File: src/rtl/d_reg_pkg.sv
// Shared helpers for the d_reg_pipe register pipeline: occupancy width and parameter sanity.
package d_reg_pkg;

    function automatic int unsigned occ_width(input int unsigned depth);
        return $clog2(depth + 1);
    endfunction

    function automatic bit params_ok(input int unsigned width, input int unsigned depth);
        return (width >= 1) && (depth >= 1);
    endfunction

endpackage

File: src/rtl/d_reg_stage.sv
// One pipeline stage: a valid bit plus a WIDTH-bit data register with load enable and sync clear.
module d_reg_stage
    import d_reg_pkg::*;
#(
    parameter int unsigned      WIDTH     = 8,
    parameter logic [WIDTH-1:0] RESET_VAL = '0
) (
    input  logic             clk,
    input  logic             rstn,
    input  logic             ld,
    input  logic             clr,
    input  logic             v_in,
    input  logic [WIDTH-1:0] d_in,
    output logic             v,
    output logic [WIDTH-1:0] q
);

    logic             v_q;
    logic [WIDTH-1:0] data_q;

    always_ff @(posedge clk or negedge rstn) begin
        if (!rstn) begin
            v_q    <= 1'b0;
            data_q <= RESET_VAL;
        end else begin
            if (clr) begin
                v_q <= 1'b0;
            end else if (ld) begin
                v_q <= v_in;
            end
            // A bubble moving in leaves the old data in place.
            if (ld && v_in && !clr) begin
                data_q <= d_in;
            end
        end
    end

    assign v = v_q;
    assign q = data_q;

endmodule

File: src/rtl/d_reg_pipe.sv
// DEPTH-stage valid/ready register pipeline with bubble collapsing, global enable and sync flush.
// Optional occupancy output enabled by defining D_REG_PIPE_OCC_EN.
module d_reg_pipe
    import d_reg_pkg::*;
#(
    parameter int unsigned      WIDTH     = 8,
    parameter int unsigned      DEPTH     = 4,
    parameter logic [WIDTH-1:0] RESET_VAL = '0
) (
    input  logic             clk,
    input  logic             rstn,
    input  logic             en,
    input  logic             clr,
    input  logic             in_valid,
    output logic             in_ready,
    input  logic [WIDTH-1:0] D,
    output logic             out_valid,
    input  logic             out_ready,
    output logic [WIDTH-1:0] Q
`ifdef D_REG_PIPE_OCC_EN
    ,
    output logic [occ_width(DEPTH)-1:0] occ
`endif
);

    if (!params_ok(WIDTH, DEPTH)) begin : g_bad_params
        $error("d_reg_pipe: WIDTH and DEPTH must both be at least 1");
    end

    logic                        adv;
    logic [DEPTH-1:0]            v;
    logic [DEPTH-1:0]            rdy;
    logic [DEPTH-1:0]            ld;
    logic [DEPTH-1:0]            v_in;
    logic [DEPTH-1:0][WIDTH-1:0] data;
    logic [DEPTH-1:0][WIDTH-1:0] d_in;

    assign adv = en & ~clr;

    // Stage i can move iff any stage at or after it is empty, or the sink takes the last word.
    always_comb begin
        for (int i = 0; i < DEPTH; i++) begin
            rdy[i] = out_ready;
            for (int j = i; j < DEPTH; j++) begin
                if (!v[j]) begin
                    rdy[i] = 1'b1;
                end
            end
        end
    end

    always_comb begin
        v_in[0] = in_valid;
        d_in[0] = D;
        for (int i = 1; i < DEPTH; i++) begin
            v_in[i] = v[i-1];
            d_in[i] = data[i-1];
        end
    end

    assign ld = {DEPTH{adv}} & rdy;

    for (genvar g = 0; g < DEPTH; g++) begin : g_stage
        d_reg_stage #(
            .WIDTH     (WIDTH),
            .RESET_VAL (RESET_VAL)
        ) u_stage (
            .clk  (clk),
            .rstn (rstn),
            .ld   (ld[g]),
            .clr  (clr),
            .v_in (v_in[g]),
            .d_in (d_in[g]),
            .v    (v[g]),
            .q    (data[g])
        );
    end

    // Held low during reset so nothing upstream believes a word was taken.
    assign in_ready  = rstn & adv & rdy[0];
    assign out_valid = v[DEPTH-1];
    assign Q         = data[DEPTH-1];

`ifdef D_REG_PIPE_OCC_EN
    localparam int unsigned OccW = occ_width(DEPTH);

    logic [OccW-1:0] occ_q;
    logic [OccW-1:0] occ_d;
    logic            in_xfer;
    logic            out_xfer;

    assign in_xfer  = in_valid & in_ready;
    assign out_xfer = out_valid & out_ready & adv;

    always_comb begin
        occ_d = occ_q;
        if (clr) begin
            occ_d = '0;
        end else if (in_xfer && !out_xfer) begin
            occ_d = occ_q + 1'b1;
        end else if (!in_xfer && out_xfer) begin
            occ_d = occ_q - 1'b1;
        end
    end

    always_ff @(posedge clk or negedge rstn) begin
        if (!rstn) begin
            occ_q <= '0;
        end else begin
            occ_q <= occ_d;
        end
    end

    assign occ = occ_q;
`endif

endmodule

File: config.mk
export PLATFORM = sky130hd
export DESIGN_NAME = d_reg_pipe
export DESIGN_NICKNAME = d
export VERILOG_FILES = /design/src/rtl/d_reg_pkg.sv /design/src/rtl/d_reg_stage.sv /design/src/rtl/d_reg_pipe.sv
export SDC_FILE = /design/constraint.sdc
export NUM_CORES = 1
export LEC_CHECK = 0
export BUFFER_PORTS_ARGS = -buffer_cell sky130_fd_sc_hd__buf_2
export CORE_MARGIN = 2
export CORE_UTILIZATION = 49
export CTS_CLUSTER_DIAMETER = 100
export CTS_CLUSTER_SIZE = 24
export DETAILED_ROUTE_END_ITERATION = 12
export PLACE_DENSITY = 0.74
export SLEW_MARGIN = 20
export SYNTH_ARGS = -nofsm -noshare
export SYNTH_HDL_FRONTEND = slang
export SYNTH_SLANG_ARGS = --single-unit
File: constraint.sdc
create_clock -name clk -period 1.44 [get_ports clk]
set_input_delay 0.144 -clock clk [delete_from_list [all_inputs] [get_ports clk]]
set_output_delay 0.144 -clock clk [all_outputs]
set_load 0.02 [all_outputs]
==> results.md <==
- Area delta synth->final: 25.0%
- Power Density: 1220 nW/um^2
- I/O Buffers: 23
- Total power draw: approximately 2.2 mW
- Ratio of final minimum period to clock period: 100%
- Minimum clock period: 1440 ps
- FP Rows: 19
- Initial Util: 51.8%
- Commonest register cell after synthesis: dfrtp_1
- Routed WL: 2.41 mm
- Post-synth EDFFs: 0
- Htree depth: 2
- Antenna-violating nets left: 0
- Floorplan core area: 2780 um^2
- Sequential share of the synthesized area: 62.5%
- Worst hold path type: in -> reg
- Final Worst Setup Slack: -4.09 ps
- Clock Skew: 4.03 ps
- Post-Syn Nets: 109
- DRC: 0
- Most frequent cell after synthesis: dfrtp_1
- Post-place instance area: 1630 um^2
- Remaining Overflow, GRT: 0
- YS warnings: 0
- FMAX: 692 MHz
- Final setup violation count: 1
- RSZ-0062 raised after global routing: true
- Worst hold margin: 35.9 ps
- Max Transition Viols Final: 0
- Final nets: 146
- Fraction of layout cells with a size suffix above 1: 58.6%
- Synth async-reset ratio: 100%
- Yosys top cell area share: 62.5%
- Horiz. Die Dim: 58.2 um
- VDD IR-drop max: 1.17 mV
- Top Ports: 24
- Die height: slightly below 60 um
- Pin count of the biggest net entering global routing: 37
- Mean Syn Cell Area: 15.2 um^2
- Synth Register Bits: 36
- Clock Sinks: 36
- Slew margin rel.: between 70 and 80%
- Post-DP HPWL: roughly 1.7 mm
- Final non-filler cell total: roughly 160
- Initial antenna violation count: 0
- DR WL/cell: 14.7 um
- Mapped Area: 1440 um^2
- Critical-path maximum fanout: 5
- Gr usage total: 16.7%
- Worst-margin pin slew: 440 ps
- Num CTS Buffers: 5
- Synth top area cells: dfrtp_1 (63%), mux2_2 (25%), nor4_4 (1.5%)
- Gpl congestion: ~0.8
- Via count: between 800 and 900
- Vias per Instance: 5.29
- P_leak: 0.877 nW
- Final hold violations: 0
- WP data arrival: 1300 ps
- First DRT Iteration DRCs: 12
- First-pass GRT wire length: 4.08 mm
- Setup CP Type: reg -> out
- Number of global-route vias before repair: between 800 and 900
- Antenna cells: 0
- Drt pass-1 iters: 4
- Max Cap Violations: 0
- Placed cell count: between 150 and 200
- Post-synth top cells: dfrtp_1 (36), mux2_2 (32), a21oi_1 (4), nand2_1 (4)
- Status: finished, violations left
- Clock root buffer: clkbuf_4
- Post-synthesis cell count: 95
- Finished Cell Area: 1800 um^2
- Critical Path Source Type: register
- Failing checks: negative setup slack
- Data required, critical path: 1300 ps
- CTS tree: yes
- Clock slew at reported path FFs: 100 ps
- Max clock buf depth: 2
- Die area: 3390 um^2
- CP endpoint kind: primary output
- Yosys cell types: 19
- Yosys top cell by area: dfrtp_1
- Clock Latency Late Sink: 330 ps
area by class of cell:
class	count	area (um^2)
Clock buffer	6	41.3
Clock inverter	2	35.0
Fill cell	205	980
Inverter	2	7.51
Multi-Input combinational cell	54	551
Sequential cell	36	902
Tap cell	31	38.8
Timing Repair Buffer	33	226
cells in the final DEF (no fill, tap or decap), drive strengths merged:
| master | count |
|---|---|
| buf | 32 |
| dlygate4sd3 | 1 |
| a311oi | 1 |
| nor4 | 1 |
| inv | 2 |
| nor2 | 1 |
| a21oi | 5 |
| a22oi | 1 |
| nand3b | 2 |
| dfrtp | 36 |
| mux2 | 32 |
| o21ai | 2 |
| nor2b | 2 |
| nand2 | 4 |
| and4b | 1 |
| bufinv | 1 |
| clkbuf | 6 |
| clkinv | 1 |
| and3 | 1 |
| and3b | 1 |
metrics by stage:
| step | worst slack, ps | TNS [ps] | utilization [%] |
|---|---|---|---|
| after floorplan | -84.8 | -1100 | - |
| after global placement | 37.2 | 0 | 58.7 |
| after detailed placement | 0.826 | 0 | 58.7 |
| after CTS | 0.737 | 0 | 62.2 |
| after global routing | -53.4 | -601 | 64.8 |
| final | -4.09 | -4.09 | 64.8 |
critical path: stages (launching register included):
cell	delay, ps
dfrtp_2	440
and4b_4	230
a21oi_2	140
buf_4	160
state kept, by name, indices dropped and copies added, names as in the netlist:
| name | flops |
|---|---|
| g_stage.u_stage.v | 4 |
| g_stage.u_stage.q | 32 |
what timing repair did:
| action | 4_1_cts | 5_1_grt |
|---|---|---|
| pin swaps | 1 | 3 |
| buffers inserted | 0 | 3 |
| endpoints found under the setup margin | 8 | 17 |
| hold endpoints to repair | 36 | 0 |
| hold buffers | 1 | 0 |
| gates resized for setup | 3 | 13 |
power by group:
part,total [mW],internal (mW),switching [mW]
registers,1.26,1.17,0.0912
logic,0.260,0.170,0.0903
clock network,0.681,0.364,0.317
total,2.20,1.70,0.498
routing by layer:
layer  routed length [um]  global-route usage [%]  vias to the layer above
met5                    0                       0                        -
met4                   45                    11.0                        0
met3                  114                    4.69                        6
met2                 1160                    25.3                       23
met1                 1090                    20.9                      427
li1                     -                       -                      411
worst paths after layout:
| path | start | to | slack, ps | cells after the start |
|---|---|---|---|---|
| min | D[5] | g_stage[0].u_stage.q[5] | 40 | 2 |
| max reg2reg | g_stage[3].u_stage.v | g_stage[1].u_stage.q[6] | 20 | 4 |
| max | g_stage[3].u_stage.v | in_ready | -4 | 3 |
| min reg2reg | g_stage[1].u_stage.q[2] | g_stage[2].u_stage.q[2] | 510 | 1 |
| min in group asynchronous | rstn | g_stage[2].u_stage.q[4] | 380 | 3 |
| max in group asynchronous | rstn | g_stage[3].u_stage.v | 730 | 3 |
cells by family after synthesis:
kind of cell           after synthesis  synth area share [%]
and+or+nand+nor                     13                  6.68
AOI/OAI and AO/OA                    9                  3.82
muxes                               32                  25.0
DFF                                 36                  62.5
buffers and inverters                5                  2.00
(Power assumes the default switching activity.)
